$ cat src/rtl/ps2_key_decoder.sv
// ps2_key_decoder
//   Turns the PS/2 set-2 scancode byte stream into per-key held/press/release
//   signals for eight game keys. Tracks F0 (break) and E0 (extended) prefixes,
//   suppresses typematic repeats, flushes held keys on keyboard self-test (AA)
//   and abandons a stale prefix after TIMEOUT_CYCLES idle cycles.
// Ports
//   clk          system clock, rising edge
//   rst          synchronous active-high reset
//   keycode      receiver word {previous byte, current byte}; only [7:0] used
//   oflag        one-cycle strobe, keycode[7:0] valid this cycle
//   key_held     level per key: 0 left, 1 right, 2 up, 3 down,
//                4 space, 5 enter, 6 esc, 7 P
//   key_press    one-cycle pulse on a genuine make
//   key_release  one-cycle pulse on a break of a held key
module ps2_key_decoder #(
  parameter int unsigned TIMEOUT_CYCLES = 2_000_000
) (
  input  logic        clk,
  input  logic        rst,
  input  logic [15:0] keycode,
  input  logic        oflag,
  output logic [7:0]  key_held,
  output logic [7:0]  key_press,
  output logic [7:0]  key_release
);

  localparam int unsigned CW = $clog2(TIMEOUT_CYCLES + 1);
  localparam logic [CW-1:0] TO_LIMIT = CW'(TIMEOUT_CYCLES);

  typedef enum logic [1:0] {
    S_IDLE,
    S_BRK,
    S_EXT,
    S_EXT_BRK
  } state_t;

  state_t        r_state;
  logic [CW-1:0] r_cnt;
  logic [7:0]    r_held;
  logic [7:0]    r_press;
  logic [7:0]    r_release;

  logic [7:0] w_byte;
  logic       w_ext;
  logic       w_brk;
  logic [7:0] w_mask;
  logic       w_unused;

  assign w_byte   = keycode[7:0];
  assign w_unused = ^keycode[15:8];

  assign w_ext = (r_state == S_EXT) || (r_state == S_EXT_BRK);
  assign w_brk = (r_state == S_BRK) || (r_state == S_EXT_BRK);

  // Extended flag is part of the match, so keypad codes sharing the low
  // byte with the arrow keys (and E0-prefixed 29 etc.) stay unmapped.
  always_comb begin
    w_mask = '0;
    case ({w_ext, w_byte})
      {1'b1, 8'h6B}: w_mask = 8'h01;
      {1'b1, 8'h74}: w_mask = 8'h02;
      {1'b1, 8'h75}: w_mask = 8'h04;
      {1'b1, 8'h72}: w_mask = 8'h08;
      {1'b0, 8'h29}: w_mask = 8'h10;
      {1'b0, 8'h5A}: w_mask = 8'h20;
      {1'b0, 8'h76}: w_mask = 8'h40;
      {1'b0, 8'h4D}: w_mask = 8'h80;
      default:       w_mask = '0;
    endcase
  end

  always_ff @(posedge clk) begin
    if (rst) begin
      r_state   <= S_IDLE;
      r_cnt     <= '0;
      r_held    <= '0;
      r_press   <= '0;
      r_release <= '0;
    end else begin
      r_press   <= '0;
      r_release <= '0;
      if (oflag) begin
        // A byte always beats a timeout firing in the same cycle.
        r_cnt <= '0;
        case (w_byte)
          8'hF0: begin
            if (r_state == S_IDLE)     r_state <= S_BRK;
            else if (r_state == S_EXT) r_state <= S_EXT_BRK;
          end
          8'hE0: begin
            if (r_state == S_IDLE)     r_state <= S_EXT;
            else if (r_state == S_BRK) r_state <= S_EXT_BRK;
          end
          default: begin
            r_state <= S_IDLE;
            if ((r_state == S_IDLE) && (w_byte == 8'hAA)) begin
              // Hot-plug: every key still down is reported as released.
              r_held    <= '0;
              r_release <= r_held;
            end else if (w_brk) begin
              if ((r_held & w_mask) != '0) begin
                r_held    <= r_held & ~w_mask;
                r_release <= w_mask;
              end
            end else if ((w_mask != '0) && ((r_held & w_mask) == '0)) begin
              r_held  <= r_held | w_mask;
              r_press <= w_mask;
            end
          end
        endcase
      end else if (r_state != S_IDLE) begin
        if (r_cnt == TO_LIMIT) begin
          r_state <= S_IDLE;
          r_cnt   <= '0;
        end else begin
          r_cnt <= r_cnt + 1'b1;
        end
      end else begin
        r_cnt <= '0;
      end
    end
  end

  assign key_held    = r_held;
  assign key_press   = r_press;
  assign key_release = r_release;

endmodule

$ cat config.mk
export PLATFORM = sky130hd
export DESIGN_NAME = ps2_key_decoder
export DESIGN_NICKNAME = d
export VERILOG_FILES = /design/src/rtl/ps2_key_decoder.sv
export SDC_FILE = /design/constraint.sdc
export NUM_CORES = 1
export LEC_CHECK = 0
export ABC_AREA = 1
export CAP_MARGIN = 15
export CORE_ASPECT_RATIO = 2
export CORE_MARGIN = 5
export CORE_UTILIZATION = 45
export DETAILED_ROUTE_END_ITERATION = 8
export PLACE_DENSITY_LB_ADDON = 0.1
export SETUP_SLACK_MARGIN = 0.1
export SYNTH_ARGS = -nofsm -noshare
export SYNTH_HDL_FRONTEND = slang
export SYNTH_SLANG_ARGS = --single-unit
export TNS_END_PERCENT = 10
$ cat constraint.sdc
create_clock -name clk -period 1.5 [get_ports clk]
set_clock_uncertainty 0.1 [all_clocks]
set_input_delay 0.3 -clock clk [delete_from_list [all_inputs] [get_ports clk]]
set_output_delay 0.3 -clock clk [all_outputs]
set_load 0.005 [all_outputs]
==> out/qor.txt <==
Die X -> 62.5 µm
Max-Slew Margin vs Limit -> 80.0%
Number of buffers added on ports -> 34
Multi-input gate area -> 1650 µm²
ANT nets after route -> 0
H-tree depth -> 2
Ranking of synthesized cells by area -> dfxtp_1 (38%), nand2_1 (12%), nor2_1 (10%)
Kind of critical path -> flip-flop to flip-flop
Synth cell types -> 32
Initial core utilization -> 46.1%
Area Growth Syn to Fin -> 68.8%
Failing checks -> setup timing
Die Y -> 115 µm
Clock Latency Late Sink -> 300 ps
Layout cell share with drive strength beyond 1 -> 43.3%
Remaining DRCs -> 0
Clk pin slew, worst setup/hold paths -> 90 ps
CTS Buffer Depth -> 2
Critical path launch point type -> flip-flop
Antenna violations before repair -> 0
Die area -> 7180 µm²
CTS root buffer -> clkbuf_8
# setup viols final -> 35
Post-Syn Nets -> 393
Via density -> 5.28
Clk sinks -> 47
WHS -> 353 ps
Post-Route WL -> 9100 µm
Crit end category -> flip-flop
Maximum fanout along the worst path -> 6
1st-iter DRT viols -> 135
Most frequent cells in the layout -> buf_4 (92), nand2_1 (62), nor2_1 (48)
Core ar. -> 5370 µm²
Final worst slack -> -348 ps
Global-route wire length before repair -> 14000 µm
Global Route Usage Sum -> 24.6%
Mapped cell area -> 2480 µm²
Min Tclk post-route -> 1850 ps
GPL Wtd Cong -> 0.936
Filler cells -> 395
Synthesized area per cell -> 6.66 µm²
Hold Vio Cnt, Final -> 0
RSZ-0062 raised after global routing -> yes
Final TNS setup -> -7330 ps
Worst slew pin tran -> 298 ps
Num ports -> 43
Vias -> 3011
Wire per inst -> 16.0 µm
Pwr Total -> 2.67 mW
Fmax -> 0.541 GHz
YS warnings -> 0
Vias in the first global route -> 3061
Pins over their slew limit -> 0
Cell taking the most area after synthesis -> dfxtp_1
Row count -> 38
Cells after synthesis -> 372
CTS tree -> yes
Peak supply drop -> 0.645 mV
Pwr/cell area -> 638 nW/µm²
Leakage -> 1.89 nW
Gr ovfl total -> 0
Outcome -> finished with violations
Post-Place Worst Slack -> -771 ps
Most common cell after layout, fill and taps aside -> buf_4
Max-capacitance violation count -> 0
Sequential share of the synthesized area -> 38.0%
WP data arrival -> 1950 ps
Total CTS buffers -> 5
ANT cells -> 0
Critical path data required time -> 1600 ps
Register area -> 977 µm²
# nets final -> 530
Worst Hold Class -> flip-flop to flip-flop
Hpwl dp -> 6280 µm
Post-synth top area share -> 38.0%
DRT Pass-1 Iters -> 4
Largest net degree at the start of global routing -> 16
Crit share post-route -> 123%
Yosys reg bits -> 47
final timing paths:
check,depth (start not counted),endpoint,startpoint,slack [ps]
worst max-delay path,12,key_held[3],r_state[1],-350
worst min-delay path,1,r_cnt[0],r_cnt[0],350
worst max register to register,12,key_held[3],r_state[1],-350
worst min register to register,1,r_cnt[0],r_cnt[0],350
power by group:
part / internal [mW] / switching, mW / leakage [nW]
logic: 0.189 / 0.213 / 1.44
registers: 1.25 / 0.0196 / 0.389
clock network: 0.548 / 0.446 / 0.0618
repair_timing:
action | in CTS | in global routing
hold buffers | 0 | 0
cloned | 0 | 1
endpoints found under the setup margin | 71 | 47
gates resized for setup | 85 | 51
pin swaps | 19 | 21
buffers inserted | 6 | 6
routing by layer:
layer	track usage (%)	wire, µm	vias to the layer above
li1	-	-	1474
met1	22.3	2870	1413
met2	49.6	5330	80
met3	3.71	314	44
met4	14.0	582	0
met5	0	0	-
synth_stat cells:
| cell | number |
|---|---|
| xor2_1 | 2 |
| o21ai_0 | 12 |
| a31oi_1 | 1 |
| nor2_4 | 2 |
| nor2_2 | 3 |
| buf_6 | 2 |
| a211o_1 | 1 |
| nand4_1 | 14 |
| nor4_1 | 6 |
| buf_2 | 1 |
| nand3_2 | 1 |
| nand3b_4 | 1 |
| dfxtp_1 | 47 |
| o211ai_1 | 2 |
| nor3b_1 | 4 |
| nor3_1 | 7 |
| o211a_1 | 1 |
| nand3_1 | 24 |
| clkbuf_1 | 3 |
| nand2_1 | 77 |
| nand3b_1 | 1 |
| nor3_4 | 1 |
| o21a_1 | 1 |
| inv_1 | 43 |
| inv_2 | 9 |
| nand2_2 | 5 |
| a21oi_1 | 27 |
| nor2_1 | 67 |
| xnor2_1 | 3 |
| ha_1 | 2 |
| o21bai_1 | 1 |
| o31ai_1 | 1 |
per-stage QoR:
| step | std cells | utilization (%) | cell area, µm² |
|---|---|---|---|
| after global placement | 549 | 68.3 | 3670 |
| after floorplan | 372 | - | 2600 |
| final | 570 | 77.9 | 4180 |
| after detailed placement | 549 | 68.3 | 3670 |
| after global routing | 570 | 77.9 | 4180 |
| after CTS | 563 | 73.1 | 3930 |
flip-flops by register name, summed over array words and instances (netlist names):
signal,flops
r_cnt,21
key_held,8
key_press,8
key_release,8
r_state,2
worst max-delay path: stages (launching register included):
cell	delay [ps]
dfxtp_2	370
clkinv_4	120
nand2_4	90
nor2_4	50
nand4_1	160
nand2_2	90
nor2_4	140
nand3_2	90
nand2_2	90
clkinv_4	90
clkbuf_16	170
a21oi_2	130
nor2_1	50
layout make-up:
| class | count | area share (%) |
|---|---|---|
| Sequential cell | 47 | 23.4 |
| Multi-Input combinational cell | 267 | 39.5 |
| Tap cell | 60 | 1.79 |
| Inverter | 52 | 5.03 |
| Clock buffer | 6 | 1.97 |
| Clock inverter | 2 | 0.927 |
| Timing Repair Buffer | 136 | 27.4 |
kinds of logic (layout without fill, tap and decap cells):
kind of cell               Yosys count  in the layout  synth area share [%]
xor gates and xnor gates             5              5                  1.77
and+or+nand+nor                    213            213                  39.4
adders and majority gates            2              2                  1.01
AOI/OAI and AO/OA                   47             47                  10.4
DFF                                 47             47                  38.0
buffers and inverters               58            196                  9.44
Power figures use the tool's default switching activity.
